## src/rtl/demorgan_tester.sv

```systemverilog
// demorgan_tester: drives a two-input gate through the truth table 00, 01, 10, 11,
// samples its output after a programmable settle time and counts mismatches
// against the NOR (De Morgan second-law) expectation over REPEAT sweeps.
// Optional feature macro: DEMORGAN_TESTER_FIRST_LAW_EN adds a law_sel input that
// switches the whole run to the NAND (first-law) expectation.
module demorgan_tester #(
  parameter int unsigned SETTLE = 2,
  parameter int unsigned REPEAT = 1,
  parameter int unsigned ERR_W  = 8
) (
  input  logic             clk,
  input  logic             rst_n,
  input  logic             start,
`ifdef DEMORGAN_TESTER_FIRST_LAW_EN
  input  logic             law_sel,
`endif
  input  logic             e_i,
  output logic             a_o,
  output logic             b_o,
  output logic             busy,
  output logic             done,
  output logic             pass,
  output logic [ERR_W-1:0] err_count,
  output logic [3:0]       fail_vec
);

  localparam logic [7:0] SettleLd = 8'(SETTLE - 1);
  localparam logic [7:0] RepLast  = 8'(REPEAT - 1);

  typedef enum logic [1:0] {StIdle, StSettle, StSample, StDone} state_e;

  state_e             state_q, state_d;
  logic [7:0]         cnt_q, cnt_d;
  logic [7:0]         sweep_q, sweep_d;
  logic [1:0]         vec_q, vec_d;
  logic               a_q, a_d, b_q, b_d;
  logic               busy_q, busy_d;
  logic               done_q, done_d;
  logic               pass_q, pass_d;
  logic [ERR_W-1:0]   err_q, err_d;
  logic [3:0]         fv_q, fv_d;
  logic               exp_e;
  logic               mismatch;

`ifdef DEMORGAN_TESTER_FIRST_LAW_EN
  logic               law_q, law_d;
  // Law choice is latched at start so it stays fixed for the whole run.
  assign exp_e = law_q ? ~(a_q & b_q) : ~(a_q | b_q);
`else
  assign exp_e = ~(a_q | b_q);
`endif

  // Next-state and registered-output computation for the sweep FSM.
  always_comb begin
    state_d  = state_q;
    cnt_d    = cnt_q;
    sweep_d  = sweep_q;
    vec_d    = vec_q;
    a_d      = a_q;
    b_d      = b_q;
    busy_d   = busy_q;
    done_d   = 1'b0;
    pass_d   = pass_q;
    err_d    = err_q;
    fv_d     = fv_q;
    mismatch = 1'b0;
`ifdef DEMORGAN_TESTER_FIRST_LAW_EN
    law_d    = law_q;
`endif
    unique case (state_q)
      StIdle: begin
        a_d    = 1'b0;
        b_d    = 1'b0;
        busy_d = 1'b0;
        if (start) begin
          vec_d   = 2'd0;
          sweep_d = 8'd0;
          err_d   = '0;
          fv_d    = 4'd0;
          pass_d  = 1'b0;
          cnt_d   = SettleLd;
          busy_d  = 1'b1;
`ifdef DEMORGAN_TESTER_FIRST_LAW_EN
          law_d   = law_sel;
`endif
          state_d = StSettle;
        end
      end
      StSettle: begin
        if (cnt_q == 8'd0) begin
          state_d = StSample;
        end else begin
          cnt_d = cnt_q - 8'd1;
        end
      end
      StSample: begin
        mismatch = (e_i != exp_e);
        if (mismatch) begin
          if (err_q != '1) begin
            err_d = err_q + 1'b1;
          end
          fv_d[vec_q] = 1'b1;
        end
        if (vec_q == 2'd3 && sweep_q == RepLast) begin
          // pass must reflect the final sample, hence err_d rather than err_q.
          pass_d  = (err_d == '0);
          done_d  = 1'b1;
          busy_d  = 1'b0;
          a_d     = 1'b0;
          b_d     = 1'b0;
          state_d = StDone;
        end else begin
          vec_d = vec_q + 2'd1;
          if (vec_q == 2'd3) begin
            sweep_d = sweep_q + 8'd1;
          end
          {a_d, b_d} = vec_d;
          cnt_d      = SettleLd;
          state_d    = StSettle;
        end
      end
      StDone: begin
        state_d = StIdle;
      end
      default: begin
        state_d = StIdle;
      end
    endcase
  end

  // State register with synchronous active-low reset; reset aborts any run.
  always_ff @(posedge clk) begin
    if (!rst_n) begin
      state_q <= StIdle;
      cnt_q   <= 8'd0;
      sweep_q <= 8'd0;
      vec_q   <= 2'd0;
      a_q     <= 1'b0;
      b_q     <= 1'b0;
      busy_q  <= 1'b0;
      done_q  <= 1'b0;
      pass_q  <= 1'b0;
      err_q   <= '0;
      fv_q    <= 4'd0;
`ifdef DEMORGAN_TESTER_FIRST_LAW_EN
      law_q   <= 1'b0;
`endif
    end else begin
      state_q <= state_d;
      cnt_q   <= cnt_d;
      sweep_q <= sweep_d;
      vec_q   <= vec_d;
      a_q     <= a_d;
      b_q     <= b_d;
      busy_q  <= busy_d;
      done_q  <= done_d;
      pass_q  <= pass_d;
      err_q   <= err_d;
      fv_q    <= fv_d;
`ifdef DEMORGAN_TESTER_FIRST_LAW_EN
      law_q   <= law_d;
`endif
    end
  end

  assign a_o       = a_q;
  assign b_o       = b_q;
  assign busy      = busy_q;
  assign done      = done_q;
  assign pass      = pass_q;
  assign err_count = err_q;
  assign fail_vec  = fv_q;

endmodule

```

## config.mk

```make
export PLATFORM = sky130hd
export DESIGN_NAME = demorgan_tester
export DESIGN_NICKNAME = d
export VERILOG_FILES = /design/src/rtl/demorgan_tester.sv
export SDC_FILE = /design/constraint.sdc
export NUM_CORES = 1
export LEC_CHECK = 0
export BUFFER_PORTS_ARGS = -buffer_cell sky130_fd_sc_hd__buf_2
export CORE_AREA = 2 2 49 84
export DETAILED_ROUTE_END_ITERATION = 10
export DIE_AREA = 0 0 51 86
export GPL_TIMING_DRIVEN = 0
export PLACE_DENSITY_LB_ADDON = 0.08
export RECOVER_POWER = 50
export REMOVE_ABC_BUFFERS = 1
export SLEW_MARGIN = 15
export SYNTH_ARGS = -nofsm -noshare
export SYNTH_HDL_FRONTEND = slang
export SYNTH_SLANG_ARGS = --single-unit
export TNS_END_PERCENT = 5
```

## constraint.sdc

```tcl
create_clock -name clk -period 2.4 [get_ports clk]
set_clock_uncertainty 0.05 [all_clocks]
set_input_delay 0.12 -clock clk [delete_from_list [all_inputs] [get_ports clk]]
set_output_delay 0.12 -clock clk [all_outputs]
set_load 0.005 [all_outputs]
```

# Yosys cells after proc, flatten, opt, wreduce, memory -nomap -nowiden
# Cells that the tools add are included.
[word_totals] reg_bits=37 in_bits=4 out_inout_bits=17 wordCells=85
[classes] n_addsub=4 magnitude_cmp=2 n_eq_ne=13 mux=35 n_bitwise=3 n_reduce_logical=17
[op_table] op="8-bit two-way mux" n=9
[op_table] op="8-bit one-hot mux with 2 select lines" n=2
[op_table] op="8-bit logical NOT" n=3
[op_table] op="8-bit one-hot mux with 3 select lines" n=1
[op_table] op="8-bit by 1-bit adder with 8-bit output (second input constant)" n=2
[op_table] op="2-bit != test (second input constant)" n=7
[op_table] op="2-bit two-way mux" n=5
[op_table] op="3-bit AND reduction" n=3
[op_table] op="1-bit two-way mux" n=8
[op_table] op="4-bit two-way mux" n=2
[op_table] op="8-bit != test (second input constant)" n=1
[op_table] op="1-bit one-hot mux with 2 select lines" n=4
[op_table] op="2-bit one-hot mux with 4 select lines" n=1
[op_table] op="4-bit one-hot mux with 2 select lines" n=1
[op_table] op="2-bit AND reduction" n=4
[op_table] op="4-bit AND reduction" n=2
[op_table] op="8-bit by 1-bit subtractor with 8-bit output (second input constant)" n=1
[op_table] op="2-bit equality test (second input constant)" n=3
[op_table] op="4-bit bitwise OR" n=1
[op_table] op="2-bit one-hot mux with 2 select lines" n=1
[op_table] op="2-bit by 3-bit less-than comparator with 1-bit output (second input constant)" n=1
[op_table] op="3-bit nonzero test" n=1
[op_table] op="2-bit by 1-bit adder with 2-bit output (second input constant)" n=1
[op_table] op="1-bit demux with 2-bit select" n=1
[op_table] op="8 further kinds" n=9

# Depth between registers and ports, before layout
[logic_depth] word_depth=8 ltp_mapped=7 ltp_nobuf=7

# Worst setup path after synthesis
# Ideal clock, no wire load.
[synth_timing] kind="reg2reg" from="register sweep_q[0]" to="register cnt_q[0]" setup_ns=0.122 t_arrival_ns=1.671 required_time_ns=2.228 slack_ns=0.557 path_stages_with_launch=8 n_path_buf=0 synth_period_minus_slack_ns=1.843 path_cell_list="dfxtp_1 -> inv_1 -> ha_1 -> and4bb_2 -> a31oi_2 -> nor2_1 -> or3_1 -> o311a_1"
[synth_via] elab_chain_len=4
[synth_lines] item="from (decl)" line_no="34" source="logic [7:0] sweep_q, sweep_d;"
[synth_lines] item="from (signal assigned)" line_no="151" source="sweep_q <= sweep_d;"
[synth_lines] item="8-bit logical NOT" line_no="104" source="if (vec_q == 2'd3 && sweep_q == RepLast) begin"
[synth_lines] item="1-bit logical AND" line_no="104"
[synth_lines] item="2-bit != test (no source line)"
[synth_lines] item="4-bit AND reduction (no source line)"
[synth_lines] item="to (signal assigned)" line_no="150" source="cnt_q <= cnt_d;"
[synth_lines] item="to (decl)" line_no="33" source="logic [7:0] cnt_q, cnt_d;"
# No other way between the ends.
# A chain may end at the register's enable or synchronous reset.

# Worst setup path in the final report
[layout_timing] from="register state_q[1]" to="register cnt_q[0]"
[layout_via] elab_chain_len=3 word_cells_on_any_way=9 classes_between="5 x eq/ne; 1 x mux; 3 x reduce/logical"
[layout_lines] item="from (decl)" line_no="32" source="state_e state_q, state_d;"
[layout_lines] item="from (signal assigned)" line_no="134" source="state_q <= StIdle;"
[layout_lines] item="from (signal assigned)" line_no="149" source="state_q <= state_d;"
[layout_lines] item="2-bit equality test (tied with other cells)" line_no="70" source="unique case (state_q)"
[layout_lines] item="2-bit != test (no source line) or 3-bit nonzero test (tied branches)"
[layout_lines] item="4-bit AND reduction (no source line)"
# Several ways; a longest one is shown, not always the timed one.

==> reports/results.tsv <==
stage	metric	value	unit
run_status	status	finished, final reports clean	
setup_path	end_kind	flip-flop	
logic_synthesis	yosys.area.top_type	dfxtp_1	
die	die_h	86	µm
grt	grtUsageMet3	3.83	%
pwr	clockPowerShare	33.1	%
clock_network	post_cts_hold_buffer_count	0	
timing	tightest_slew	748	ps
logic_synthesis	ys_async_sr_fraction	0	%
grt	grtUsageMet2	38.5	%
logic_synthesis	synth_common_cells	dfxtp_1 (37), nor2_1 (30), nand2_1 (14), a21oi_1 (12), xor2_1 (12)	
clock_network	clockBufferDepth	2	
logic_synthesis	synth_area	0.00206	mm²
clock_network	clk-insertion-delay-late	300	ps
route	firstDrtPassIters	5	
logic_synthesis	ys_types	57	
grt	grt_pass1_wl	7340	µm
logic_synthesis	ys_ff_latch	37	
placement	io_buffers	20	
pwr	p_int	1.12	mW
timing	fmax	0.460	GHz
placement	dp_hpwl	3060	µm
logic_synthesis	syn_avg_cell_area	8.75	µm²
timing	totalNegativeSetupSlack	0	ps
grt	track_usage	21.7	%
min_path	hold_depth	3	
die	ios	21	
route	vias	1754	
setup_path	worstSetupPathType	reg -> reg	
logic_synthesis	yosys_warnings	0	
setup_path	cp_slowest_stage_delay	550	ps
grt	grt_max_degree	24	
route	drt_iter0_markers	26	
pwr	power_frac_seq	44.2	%
clock_network	cts_buffers	5	
final_layout	layout-area-overhead-vs-synth	8.73	%
route	vias_per_cell	5.85	
clock_network	cts_tree	yes	
die	die_w	51	µm
final_layout	fillers	361	
logic_synthesis	synth_most_common_cell	dfxtp_1	
final_layout	finalNonFillerCells	300	
timing	final-setup-viol-count	0	
timing	fin_crit	2180	ps
clock_network	clk_pin_slew	80	ps
timing	fin_crit_sh	90.6	%
grt	gr-total-overflow	0	
timing	relSlewSlack	50.0	%
final_layout	diodes	0	
logic_synthesis	synthFlopType	dfxtp_1	
setup_path	slowest_stage	dfxtp_1	
route	ant_nets	0	
logic_synthesis	synth_seq_area_share	35.9	%
setup_path	cp_max_fo	12	
clock_network	cts_setup_buffers	0	
pwr	total_power	1.64	mW
pwr	p_comb_share	22.7	%
logic_synthesis	netlist_top_cells_area	dfxtp_1 (36%), ha_1 (5.5%), nor2_1 (5.5%)	
timing	maxSlewViolCount	0	
grt	globalRoute.busiestLayer	met2	
setup_path	critPathLaunchType	flip-flop	
pwr	switching_share	31.5	%
final_layout	utilization	61.2	%
pwr	power_leakage	0.867	nW
final_layout	nNetsFinal	266	
job	max-cap-violations	0	
clock_network	ctsHtreeMaxLevel	2	
logic_synthesis	synth_edf_count	0	
die	rows	29	
clock_network	cts.sinks	37	
placement	gp_congestion	0.814	
min_path	min_path_type	in -> reg	
timing	grt_setup_unrepaired	false	
grt	grt_pass1_vias	1681	
die	initial_core_util	56.3	%
placement	dpl.cell_count	292	
setup_path	cp_cell_sequence	o21bai_1 > a31oi_2 > nor2_1 > or3_1 > o311a_1	
timing	hold_viol	0	
pwr	worst_ir_drop_vdd	0.600	mV
die	die-area	0.00439	mm²
pwr	powerDensity	731	mW/mm²
route	wl_per_cell	14.4	µm
setup_path	required	2540	ps
setup_path	cp.arrival	2310	ps
route	drc	0	
setup_path	ff2ff_path_depth	5	
logic_synthesis	synth_cells	236	
final_layout	layout-drive-gt1-share	14.2	%
clock_network	root_buffer	clkbuf_8	
route	drt_wl_total	4320	µm
grt	antenna_found_initial	0	
grt	grt_use_met1	23.7	%
die	core_area	0.00366	mm²
clock_network	cts_resized	0	
pwr	power_switching	0.517	mW
logic_synthesis	synth_top_area_share	35.9	%
worst max-delay path: cells and delay by family, from the launching register on:
family,cells,cell delay (ps)
compound gates,3,980
simple gates,2,470
flops,1,550
power groups by stage:
| stage | logic (mW) | registers (mW) | clock network [mW] |
|---|---|---|---|
| 3_5_place_dp | 0.378 | 0.738 | 0 |
| 5_1_grt | 0.427 | 0.734 | 0.578 |
| 2_1_floorplan | 0.299 | 0.724 | 0 |
| 4_1_cts | 0.382 | 0.724 | 0.559 |
| 6_report | 0.373 | 0.725 | 0.544 |
| 3_3_place_gp | 0.373 | 0.736 | 0 |
cells in the final DEF, fill, tap and decap left out, types with 3 or more instances in the layout:
cell       netlist  layout
nor3b_1          3       3
a21oi_1         12      12
nor2b_1          6       5
o21ai_0          8       8
nor4_1           3       3
nand3_1          7       7
buf_2            1      16
dfxtp_1         37      37
and3_1           3       3
nor3_1           3       3
and2_1           5       3
o21a_1           3       3
nor2_1          30      30
inv_1            7       7
nand2_1         14      15
a21boi_0         5       5
xor2_1          12      12
o211ai_1         7       7
clkbuf_8         2       5
clkbuf_1         4       5
nand4_1          4       4
ha_1             9       9
o21ai_1          3       3
and4_1           3       3
o2111ai_1        4       4
a31oi_1          5       6
registers in the layout, summed over array words and instances (netlist names):
| signal | cells |
|---|---|
| err_count | 8 |
| fail_vec | 4 |
| vec_q | 2 |
| cnt_q | 8 |
| pass | 1 |
| busy | 1 |
| b_o | 1 |
| done | 1 |
| state_q | 2 |
| a_o | 1 |
| sweep_q | 8 |
final cells by class:
| class | instances | area [µm²] | area share (%) |
|---|---|---|---|
| inverters | 8 | 30.0 | 1.34 |
| clock inverters | 2 | 38.8 | 1.73 |
| well taps | 46 | 57.6 | 2.56 |
| clock buffers | 6 | 72.6 | 3.23 |
| flip-flops and latches | 37 | 741 | 33.0 |
| repair buffers | 20 | 95.1 | 4.24 |
| multi-input cells | 181 | 1210 | 53.9 |
metrics by stage:
step	worst slack (ps)	instance area, µm²	hold slack [ps]
CTS	110	2260	164
global placement	165	2140	394
floorplan	557	1990	188
detailed placement	143	2140	406
global route	25.5	2240	193
finish	225	2240	160
logic make-up after synthesis:
family / count (synthesis) / share of synthesized area, %
fa+ha+maj: 9 / 5.45
compound gates: 63 / 22.2
xor+xnor: 13 / 5.52
mux: 3 / 1.52
simple gates: 93 / 24.2
flops: 37 / 35.9
buf+inv: 18 / 5.21
per-layer routing:
layer / vias up / share of wire [%]
met4: 0 / 2.1
met3: 9 / 2.6
met2: 23 / 52
met1: 835 / 44
met5: - / 0
li1: 887 / -
final timing paths:
| path | to | from | slack, ps |
|---|---|---|---|
| setup / recovery | cnt_q[0] | state_q[1] | 220 |
| hold / removal | busy | start | 160 |
| setup reg to reg | cnt_q[0] | state_q[1] | 220 |
| hold reg to reg | busy | busy | 420 |
Note: power is estimated with default switching activity, not from simulation.
